[src/rtl/branch_cond_unit.sv]
// ============================================================================
// Module      : branch_cond_unit
// Description : Conditional-branch evaluator. Accepts a branch request,
//               waits for the ALU flags to settle, evaluates a 4-bit
//               condition code and returns taken/not-taken together with
//               a one-cycle PC-load strike for the fetch stage.
//               Optional feature macro: BRANCH_STATS_EN (taken / not-taken
//               saturating statistics counters).
// Revision    : 1.0 - initial release
// ============================================================================
`default_nettype none

module branch_cond_unit #(
  parameter int ADDR_W = 8,
  parameter int STAT_W = 16
) (
  input  logic              clk,
  input  logic              rst,
  input  logic              flush,
  input  logic              cy,
  input  logic              ov,
  input  logic              zf,
  input  logic              sf,
  input  logic              flags_busy,
  input  logic              br_valid,
  output logic              br_ready,
  input  logic [3:0]        br_cond,
  input  logic [ADDR_W-1:0] br_target,
  output logic              res_valid,
  input  logic              res_ready,
  output logic              res_taken,
  output logic              res_err,
  output logic              pc_load,
  output logic [ADDR_W-1:0] pc_target,
  input  logic              stat_clr,
  output logic [STAT_W-1:0] stat_taken,
  output logic [STAT_W-1:0] stat_ntkn
);

  typedef enum logic [1:0] {
    S_IDLE = 2'd0,
    S_WAIT = 2'd1,
    S_EVAL = 2'd2,
    S_RESP = 2'd3
  } state_t;

  state_t              state_q, state_d;
  logic [3:0]          cond_q, cond_d;
  logic [ADDR_W-1:0]   target_q, target_d;
  logic                taken_q, taken_d;
  logic                err_q, err_d;
  logic                pc_load_q, pc_load_d;

  logic                eval_taken;
  logic                eval_err;
  logic                accept;
  logic                handshake;

  // Request acceptance and result handshake; flush blocks both.
  assign accept    = (state_q == S_IDLE) && br_valid && !flush;
  assign handshake = (state_q == S_RESP) && res_ready && !flush;

  assign br_ready  = (state_q == S_IDLE);
  assign res_valid = (state_q == S_RESP);
  assign res_taken = taken_q;
  assign res_err   = err_q;
  assign pc_load   = pc_load_q;
  assign pc_target = target_q;

  // Condition-code decode against the live flag values.
  always_comb begin
    eval_taken = 1'b0;
    eval_err   = 1'b0;
    case (cond_q)
      4'd0:    eval_taken = 1'b1;
      4'd1:    eval_taken = zf;
      4'd2:    eval_taken = !zf;
      4'd3:    eval_taken = cy;
      4'd4:    eval_taken = !cy;
      4'd5:    eval_taken = sf;
      4'd6:    eval_taken = !sf;
      4'd7:    eval_taken = ov;
      4'd8:    eval_taken = !ov;
      4'd9:    eval_taken = sf ^ ov;
      4'd10:   eval_taken = !(sf ^ ov);
      4'd11:   eval_taken = !zf && !(sf ^ ov);
      4'd12:   eval_taken = zf || (sf ^ ov);
      default: eval_err   = 1'b1;
    endcase
  end

  // Next-state and datapath logic; flush overrides everything at the end.
  always_comb begin
    state_d   = state_q;
    cond_d    = cond_q;
    target_d  = target_q;
    taken_d   = taken_q;
    err_d     = err_q;
    pc_load_d = 1'b0;
    case (state_q)
      S_IDLE: begin
        if (accept) begin
          cond_d   = br_cond;
          target_d = br_target;
          state_d  = flags_busy ? S_WAIT : S_EVAL;
        end
      end
      S_WAIT: begin
        if (!flags_busy) state_d = S_EVAL;
      end
      S_EVAL: begin
        taken_d = eval_taken;
        err_d   = eval_err;
        state_d = S_RESP;
      end
      S_RESP: begin
        if (res_ready) begin
          pc_load_d = taken_q;
          state_d   = S_IDLE;
        end
      end
      default: state_d = S_IDLE;
    endcase
    if (flush) begin
      state_d   = S_IDLE;
      pc_load_d = 1'b0;
    end
  end

  // State and datapath registers.
  always_ff @(posedge clk or posedge rst) begin
    if (rst) begin
      state_q   <= S_IDLE;
      cond_q    <= 4'd0;
      target_q  <= '0;
      taken_q   <= 1'b0;
      err_q     <= 1'b0;
      pc_load_q <= 1'b0;
    end else begin
      state_q   <= state_d;
      cond_q    <= cond_d;
      target_q  <= target_d;
      taken_q   <= taken_d;
      err_q     <= err_d;
      pc_load_q <= pc_load_d;
    end
  end

`ifdef BRANCH_STATS_EN
  logic [STAT_W-1:0] stat_taken_q, stat_taken_d;
  logic [STAT_W-1:0] stat_ntkn_q, stat_ntkn_d;

  // Saturating counters bumped on each result handshake; clear has priority.
  always_comb begin
    stat_taken_d = stat_taken_q;
    stat_ntkn_d  = stat_ntkn_q;
    if (stat_clr) begin
      stat_taken_d = '0;
      stat_ntkn_d  = '0;
    end else if (handshake) begin
      if (taken_q) begin
        if (!(&stat_taken_q)) stat_taken_d = stat_taken_q + 1'b1;
      end else begin
        if (!(&stat_ntkn_q)) stat_ntkn_d = stat_ntkn_q + 1'b1;
      end
    end
  end

  // Statistics registers.
  always_ff @(posedge clk or posedge rst) begin
    if (rst) begin
      stat_taken_q <= '0;
      stat_ntkn_q  <= '0;
    end else begin
      stat_taken_q <= stat_taken_d;
      stat_ntkn_q  <= stat_ntkn_d;
    end
  end

  assign stat_taken = stat_taken_q;
  assign stat_ntkn  = stat_ntkn_q;
`else
  logic unused_stat;

  assign unused_stat = stat_clr ^ handshake;
  assign stat_taken  = '0;
  assign stat_ntkn   = '0;
`endif

endmodule

`default_nettype wire

[config.mk]
export PLATFORM = sky130hd
export DESIGN_NAME = branch_cond_unit
export DESIGN_NICKNAME = d
export VERILOG_FILES = /design/src/rtl/branch_cond_unit.sv
export SDC_FILE = /design/constraint.sdc
export NUM_CORES = 1
export LEC_CHECK = 0
export ABC_AREA = 1
export BUFFER_PORTS_ARGS = -buffer_cell sky130_fd_sc_hd__buf_2
export CAP_MARGIN = 0
export CORE_MARGIN = 2
export CORE_UTILIZATION = 25
export DETAILED_ROUTE_END_ITERATION = 8
export GPL_TIMING_DRIVEN = 0
export MAX_ROUTING_LAYER = met4
export PLACE_DENSITY = 0.57
export SYNTH_ARGS = -nofsm -noshare
export SYNTH_HDL_FRONTEND = slang
export SYNTH_SLANG_ARGS = --single-unit
[constraint.sdc]
create_clock -name clk -period 1.35 [get_ports clk]
set_input_delay 0.27 -clock clk [delete_from_list [all_inputs] [get_ports clk]]
set_output_delay 0.27 -clock clk [all_outputs]
set_load 0.1 [all_outputs]
==> results of run 1 <==
[power groups by stage]
stage	Sequential, mW	Clock (mW)	Combinational, mW
CTS	0.916	0.393	2.97
global route	0.955	0.418	3.26
global placement	0.924	0	2.73
finish	0.918	0.381	3.08
floorplan	1.98	0	1.34
detailed placement	0.929	0	2.74
[worst max-delay path, stage by stage (launching register included)]
cell	delay, ns
dfrtp_2	0.44
inv_2	0.08
ha_4	0.16
buf_12	0.18
[repair_timing]
action                     in CTS  in global routing
setup buffers                   8                  2
pin swaps                       2                  6
resized for setup              11                 14
gates cloned                    0                  0
setup endpoints to repair       6                 15
[logic make-up (layout without fill, tap and decap cells)]
kind of cell / Yosys count / after routing / share of synthesized area [%]
AOI/OAI and AO/OA: 10 / 10 / 4.646
adders and majority gates: 5 / 5 / 5.280
buffers and inverters: 49 / 97 / 26.29
DFF: 17 / 17 / 35.90
muxes: 8 / 8 / 8.236
other: 1 / 32 / 0.3165
and+or+nand+nor: 51 / 51 / 19.33
[per-layer routing]
metal | global-route usage, % | vias up | wire length (um)
li1 | - | 537 | -
met1 | 10.87 | 435 | 996
met2 | 14.24 | 42 | 1058
met3 | 1.657 | 4 | 153
met4 | 3.704 | 0 | 26
met5 | - | - | 0
[through the flow]
step	util [%]	instances
detailed placement	33.34	260
global route	37.80	274
CTS	36.46	272
floorplan	-	172
finish	37.80	274
global placement	33.34	260
[layout by cell type, fill, tap and decap left out, drive strengths merged, types with 4 or more instances in the layout]
cell	n
buf	77
nand2	28
clkbuf	4
conb	32
mux2	8
a21oi	4
o21ai	4
nor2	11
dfrtp	17
inv	15
nand3	11
ha	5
[how the worst max path moves through the flow]
stage	slack (ns)	depth (start not counted)	end	start
floorplan	-0.23	5	pc_target[5]	state_q[1]
global placement	-0.06	5	pc_target[6]	state_q[0]
detailed placement	-0.07	5	pc_target[6]	state_q[0]
CTS	-0.05	3	br_ready	state_q[1]
global route	-0.08	3	br_ready	state_q[0]
finish	-0.04	3	br_ready	state_q[1]
[area by class of cell]
| cell class | instances | area, sq um |
|---|---|---|
| repair buffers | 44 | 289.0 |
| inverters | 16 | 60.06 |
| fillers | 495 | 2899 |
| well taps | 54 | 67.56 |
| plain buffers | 33 | 255.2 |
| multi-input cells | 106 | 618.1 |
| flip-flops and latches | 17 | 426.7 |
| clock buffers | 4 | 45.04 |
[registers in the layout, summed over array words and instances (netlist names)]
signal,cells
pc_target,8
cond_q,4
state_q,2
pc_load,1
res_err,1
res_taken,1
==> summary.txt, run 1 <==
Status
  – Status: finished with violations
  – Failing checks: setup timing

Global route
  – Gr usage total: 8.848%
  – Global-route wire length before repair: 3.629 mm
  – Initial antenna violation count: 0
  – Vias in the first global route: 887
  – Largest net degree at the start of global routing: 18
  – GRT Residual Overflow: 0

Yosys
  – Synth top area cells: dfrtp_1 36%, buf_4 20%, nand2_1 8.9%, mux2_2 5.7%, ha_1 5.3%
  – Most frequent cell after synthesis: buf_4
  – Netlist Area Pre-Place: 1185 sq um
  – Post-synth top area share: 35.90%
  – Async SR Flop Fraction: 100.0%
  – Post-synthesis register bit count: 17
  – Count of cell types in the netlist: 20
  – Post-synth top flop: dfrtp_1
  – Syn avg cell area: 8.403 sq um
  – Most area-hungry cell type in the Yosys netlist: dfrtp_1
  – Synth warnings: 0
  – EDFF count, synth: 0
  – Seq/Total Area, Yosys: 35.90%
  – Mapped Cells: 141
  – Synth top cells by count: 32 x buf_4, 28 x nand2_1, 17 x dfrtp_1, 14 x inv_1, 10 x nor2_1

Clock tree
  – CTS max path bufs: 2
  – CTS clock-pin slew for the worst setup and hold paths: 0.07 ns
  – Clock Sinks: 17
  – CTS tree: done
  – Hold-fix buffers, CTS: 0
  – CTS root buf: clkbuf_8
  – Clk_lat worst skew: 0.25 ns
  – CTS buffer count: 3
  – Number of H-tree levels: 1

STA
  – Setup repair after global routing missed its margin: true
  – Period utilization: 102.7%
  – Fin worst setup slack: -0.03598 ns
  – # setup viols final: 3
  – Final Hold Viols: 0
  – Peak Freq: 721.5 MHz
  – Final Hold Slack: 0.1030 ns
  – Total negative slack: -0.07796 ns
  – Max_slew headroom: 55.17%
  – Final min period: 1.386 ns
  – Max Slew Vio Count: 0
  – Slew @ Worst Pin: 0.6717 ns
  – Clk_skew: 0.002668 ns

Final layout
  – Area grow syn2layout: 48.68%
  – Final net count: 249
  – Share of cells above drive strength 1: 47.27%
  – Final design instance area without fill: 1762 sq um
  – Ant. Diodes: 0

Power and ir drop
  – Leak Pwr: 1.011 nW
  – Switching Power: 2.608 mW
  – Total internal power: 1.769 mW
  – Total Power: 4.378 mW
  – Flop pwr share: 21.0%
  – Gate power share: 70.3%
  – PwrDens: 2485 nW/um^2
  – Worst vdd ir: 1.545 mV
  – Clock network power share: 8.7%
  – Sw frac: 59.59%

Floorplan
  – Die Y: 72.85 um
  – # rows: 25
  – Die span in x: 72.85 um
  – Starting Density: 25.42%
  – Core area: 4661 sq um
  – Die area: 5306 sq um
  – # IOs: 68

Worst setup path
  – Worst path arrival time: 1.12 ns
  – WP data required: 1.08 ns
  – R2R cell count: 5
  – CP max FO: 4
  – Setup CP Type: flip-flop to output pin
  – Worst flop-to-flop path endpoint: pc_target[5]
  – CP endpoint kind: output pin
  – R2R setup slack: -0.02 ns
  – CP Launch Type: flip-flop
  – Reg2reg start: state_q[1]

Placed design
  – Final HPWL DP: 1.713 mm
  – PortBufs: 34
  – Area after DPL: 1554 sq um
  – GP Congestion: 0.7664
  – Placement Setup Slack: -0.06643 ns

Worst hold path
  – Hold Path Class: input pin to asynchronous set/reset pin

Route
  – Final antenna-violating net count: 0
  – DRT iter0 DRCs: 33
  – WL per Instance: 8.153 um
  – Vias per std cell: 3.715
  – Vias: 1,018
  – # DRC: 0
  – WL final: 2.234 mm
  – First-pass iteration count of the detailed router: 6

Run
  – Max Cap Viol: 0
Power figures use the tool's default switching activity.
==> inputs of run 2 (changes only) <==
--- a/config.mk
+++ b/config.mk
@@ -17,3 +17,4 @@
 export SYNTH_ARGS = -nofsm -noshare
 export SYNTH_HDL_FRONTEND = slang
 export SYNTH_SLANG_ARGS = --single-unit
+export TNS_END_PERCENT = 30
==> run 2 against run 1 <==
The run still ends with setup timing left. Sequential cell count unchanged. Via count down 1.8%. Register-to-register slack barely moved. Final area decreased by 3.7%. Sequential share of layout area increased by 0.93 points.
==> summary.txt, run 2 (same netlist as run 1, synthesis figures left out) <==
Global route
  – GRT Residual Overflow: 0
  – Global-route wire length before repair: 3.719 mm
  – Gr usage total: 9.204%
  – Vias in the first global route: 924
  – Largest net degree at the start of global routing: 18
  – Initial antenna violation count: 0

Final layout
  – Area grow syn2layout: 43.19%
  – Number of fill cells: 505
  – Share of cells above drive strength 1: 44.44%
  – Final net count: 245
  – Most common cell after layout, fill and taps aside: buf_4
  – Ant. Diodes: 0
  – Non-Filler Instances: 270
  – Number of flip-flops under the largest register name: 8
  – Most frequent cells in the layout: 36 x buf_4, 32 x conb_1, 31 x buf_2

Clock tree
  – CTS clock-pin slew for the worst setup and hold paths: 0.06 ns
  – CTS tree: done
  – CTS root buf: clkbuf_8
  – Number of H-tree levels: 1
  – CTS buffer count: 3
  – Hold-fix buffers, CTS: 0
  – Clock Sinks: 17
  – Clk_lat worst skew: 0.24 ns
  – CTS max path bufs: 2

Worst setup path
  – WP data required: 1.08 ns
  – CP max stage delay: 0.41 ns
  – Crit path max-delay cell type: dfrtp_1
  – CP endpoint kind: output pin
  – CP Launch Type: flip-flop
  – CP cell instances: inv_2 > ha_4 > buf_12
  – Reg2reg start: state_q[0]
  – R2R cell count: 5
  – R2R setup slack: -0.03 ns
  – Worst path arrival time: 1.12 ns
  – CP Buf/Inv Count: 2
  – CP max FO: 3
  – Worst flop-to-flop path endpoint: pc_target[6]
  – Setup CP Type: flip-flop to output pin
  – Critical path's top delay family: flip-flops

Placed design
  – GP Congestion: 0.7782
  – PortBufs: 34
  – Placed Cells incl. Taps: 260
  – Placement Setup Slack: -0.09240 ns
  – Final HPWL DP: 1.817 mm

Floorplan
  – # rows: 25
  – # IOs: 68
  – Die Y: 72.85 um
  – Die area: 5306 sq um
  – Core area: 4661 sq um
  – Die span in x: 72.85 um
  – Starting Density: 25.42%

Route
  – WL per Instance: 8.400 um
  – WL final: 2.268 mm
  – Vias: 1,000
  – First-pass iteration count of the detailed router: 4
  – DRT iter0 DRCs: 37
  – # DRC: 0
  – Vias per std cell: 3.704
  – Final antenna-violating net count: 0

STA
  – Peak Freq: 721.6 MHz
  – Clk_skew: 0.001091 ns
  – Max_slew headroom: 57.47%
  – Setup repair after global routing missed its margin: true
  – Slew @ Worst Pin: 0.6372 ns
  – Final min period: 1.386 ns
  – Fin worst setup slack: -0.03589 ns
  – Final Hold Viols: 0
  – Max Slew Vio Count: 0
  – Total negative slack: -0.08411 ns
  – # setup viols final: 3
  – Period utilization: 102.7%

Status
  – Failing checks: setup timing
  – Status: finished with violations

Power and ir drop
  – Worst vdd ir: 1.893 mV
  – Total internal power: 1.700 mW
  – Gate power share: 69.8%
  – PwrDens: 2517 nW/um^2
  – Flop pwr share: 21.6%
  – Clock network power share: 8.6%
  – Switching Power: 2.570 mW
  – Leak Pwr: 0.9843 nW
  – Sw frac: 60.18%

Run
  – Max Cap Viol: 0

Worst hold path
  – Hold Path Class: input pin to asynchronous set/reset pin
-- run 2: per-layer routing --
metal | GRT usage [%] | wire length, um | up-vias
met5 | - | 0 | -
met1 | 10.70 | 966 | 428
met4 | 4.321 | 14 | 0
met2 | 15.66 | 1139 | 39
met3 | 1.243 | 147 | 2
li1 | - | - | 531
-- run 2: power by group through the flow --
stage	Clock, mW	Sequential (mW)	Combinational, mW
after floorplan	0	1.98	1.34
after global placement	0	0.927	2.73
after detailed placement	0	0.931	2.76
after CTS	0.387	0.918	2.97
after global routing	0.416	0.963	3.14
final	0.366	0.923	2.98
-- run 2: worst max path at each step --
stage | end | slack, ns | startpoint | depth (start not counted)
finish | br_ready | -0.04 | state_q[0] | 3
detailed placement | pc_target[6] | -0.09 | state_q[1] | 5
floorplan | pc_target[5] | -0.23 | state_q[1] | 5
global placement | pc_target[6] | -0.07 | state_q[0] | 5
CTS | br_ready | -0.06 | state_q[1] | 3
global route | state_q[1] | -0.1 | state_q[0] | 6
-- run 2: timing repair --
action / CTS / global route
setup endpoints to repair: 5 / 13
buffers inserted: 5 / 1
pin swaps: 2 / 0
gates resized for setup: 11 / 7
-- run 2: through the flow --
stage	utilization, %	power [mW]	cell area (sq um)	hold WS (ns)
finish	36.40	4.270	1697	0.1003
global route	36.40	4.522	1697	0.1639
CTS	36.03	4.275	1679	0.1233
detailed placement	33.34	3.686	1554	0.3947
global placement	33.34	3.660	1554	0.4227
floorplan	-	3.324	1316	0.1961
-- run 2: area by class of cell --
type / count / area [sq um] / area share [%]
plain buffers: 33 / 255.2 / 15.04
inverters: 16 / 60.06 / 3.540
multi-input cells: 106 / 586.8 / 34.59
repair buffers: 40 / 255.2 / 15.04
clock buffers: 4 / 45.04 / 2.655
flip-flops and latches: 17 / 426.7 / 25.15
well taps: 54 / 67.56 / 3.982
==> inputs of run 3 (changes only) <==
--- a/config.mk
+++ b/config.mk
@@ -11,7 +11,6 @@
 export CORE_MARGIN = 2
 export CORE_UTILIZATION = 25
 export DETAILED_ROUTE_END_ITERATION = 8
-export GPL_TIMING_DRIVEN = 0
 export MAX_ROUTING_LAYER = met4
 export PLACE_DENSITY = 0.57
 export SYNTH_ARGS = -nofsm -noshare
==> constraint.sdc (replaced) <==
create_clock -name clk -period 1.1 [get_ports clk]
set_input_delay 0.22 -clock clk [delete_from_list [all_inputs] [get_ports clk]]
set_output_delay 0.22 -clock clk [all_outputs]
set_load 0.1 [all_outputs]
==> run 3 against run 2 <==
The flow still finishes with violations (setup timing). Routed wire length grew 0.62%. Highest routed layer unchanged. First-iteration DRC count down 51%. Die area stayed put. Global-route usage down 0.33 points. Clock skew up 0.0021 ns. Cell count shrank 7.8%. Via count down 4.6%. Hold slack improved by 0.10 ns. Final area is 7.1% higher.
==> summary.txt, run 3 (same netlist as run 1, synthesis figures left out) <==
Worst hold path
  – Hold Path Class: input pin to flip-flop
  – Hold Path Origin: br_target[2]
  – Hold path depth: 2
  – WHS Endpoint: pc_target[2]

Route
  – First-pass iteration count of the detailed router: 4
  – DRT iter0 DRCs: 18
  – Final antenna-violating net count: 0
  – Vias: 954
  – WL final: 2.282 mm
  – WL per Instance: 9.165 um
  – Vias per std cell: 3.831
  – # DRC: 0

Worst setup path
  – CP Buf/Inv Count: 2
  – Critical path's top delay family: flip-flops
  – Crit path max-delay cell type: dfrtp_1
  – CP max FO: 3
  – WP data required: 0.88 ns
  – CP max stage delay: 0.40 ns
  – Setup CP Type: flip-flop to output pin
  – Reg2reg start: state_q[1]
  – CP cell instances: buf_4 > ha_4 > buf_12
  – CP Launch Type: flip-flop
  – CP endpoint kind: output pin
  – Worst flop-to-flop path endpoint: state_q[1]
  – R2R cell count: 8
  – Worst path arrival time: 1.15 ns
  – R2R setup slack: -0.20 ns

Clock tree
  – Clk_lat worst skew: 0.25 ns
  – CTS tree: done
  – Number of H-tree levels: 1
  – CTS buffer count: 3
  – CTS max path bufs: 2
  – CTS clock-pin slew for the worst setup and hold paths: 0.07 ns
  – Clock Sinks: 17
  – CTS root buf: clkbuf_8

Final layout
  – Area grow syn2layout: 53.33%
  – Non-Filler Instances: 249
  – Number of flip-flops under the largest register name: 8
  – Ant. Diodes: 0
  – Share of cells above drive strength 1: 44.62%
  – Footprint of the multi-input gates: 701.9 sq um
  – Most frequent cells in the layout: 32 x conb_1, 25 x nand2_1, 21 x buf_2
  – FF/Latch Area: 427.9 sq um
  – Final net count: 224
  – Number of fill cells: 467
  – Most common cell after layout, fill and taps aside: conb_1
  – Final Core Density: 38.98%

STA
  – # setup viols final: 18
  – Fin worst setup slack: -0.2672 ns
  – Max Slew Vio Count: 0
  – Final Hold Viols: 0
  – Peak Freq: 731.4 MHz
  – Period utilization: 124.3%
  – Final min period: 1.367 ns
  – Setup repair after global routing missed its margin: true
  – Clk_skew: 0.003195 ns

Floorplan
  – # IOs: 68
  – Die area: 5306 sq um
  – Die Y: 72.85 um
  – Core area: 4661 sq um
  – # rows: 25
  – Starting Density: 25.42%
  – Die span in x: 72.85 um

Global route
  – GRT Residual Overflow: 0
  – Global-route wire length before repair: 3.677 mm
  – Vias in the first global route: 916
  – Initial antenna violation count: 0
  – Largest net degree at the start of global routing: 18
  – Gr usage total: 8.878%

Placed design
  – PortBufs: 34
  – Placement Setup Slack: -0.2036 ns
  – Placed Cells incl. Taps: 239
  – Final HPWL DP: 1.693 mm
  – GP Congestion: 0.7714

Status
  – Status: finished with violations
  – Failing checks: setup timing

Run
  – Max Cap Viol: 0
==> run 3: area by class of cell <==
cell class	instances	share of cell area, %
clock buffer	4	2.479
inverter	16	3.306
multi-input combinational	107	38.64
sequential	17	23.55
tap	54	3.719
timing repair buffer	51	28.31
==> run 3: metal layers <==
layer / part of all wire (%) / wire (um) / vias to the layer above / GRT usage (%)
li1: - / - / 485 / -
met1: 43 / 986 / 430 / 9.932
met2: 50 / 1147 / 37 / 15.56
met3: 6.1 / 140 / 2 / 2.348
met4: 0.35 / 8 / 0 / 2.469
met5: 0 / 0 / - / -
==> run 3: how the worst max path moves through the flow <==
stage                    start            to  slack, ns  cells past startpoint
floorplan           state_q[1]  pc_target[5]      -0.48                      5
finish              state_q[0]     res_valid      -0.27                      3
detailed placement  state_q[0]    state_q[1]      -0.20                      6
global placement    state_q[0]    state_q[1]      -0.18                      6
global route        state_q[1]    state_q[1]      -0.31                      7
CTS                 state_q[0]     res_valid      -0.27                      3
==> run 3: stage by stage <==
stage	setup TNS (ns)	instance area [sq um]	hold slack, ns
finish	-2.981	1817	0.1999
global route	-4.263	1817	0.1901
CTS	-3.433	1728	0.1954
detailed placement	-2.186	1588	0.2416
global placement	-1.959	1588	0.2411
floorplan	-5.319	1316	0.1461
==> run 3: worst reg2reg max path: stages, from the launching register on <==
cell and delay (ns):
dfrtp_1 0.40, inv_2 0.08, ha_4 0.14, buf_6 0.11, nand3_4 0.12, nand3_4 0.11, nand3_4 0.08, nand2_1 0.09
o31ai_2 0.06
==> run 3: repair_timing <==
item	4_1_cts	5_1_grt
pin swaps	7	5
hold buffers	1	0
setup buffers	3	2
cloned	1	0
hold endpoints to repair	17	0
gates resized for setup	14	19
endpoints found under the setup margin	19	19
Power of run 3 is left out: the tool's default activity adds up to more than one toggle a clock period on the data nets, which glitch-free logic cannot reach.
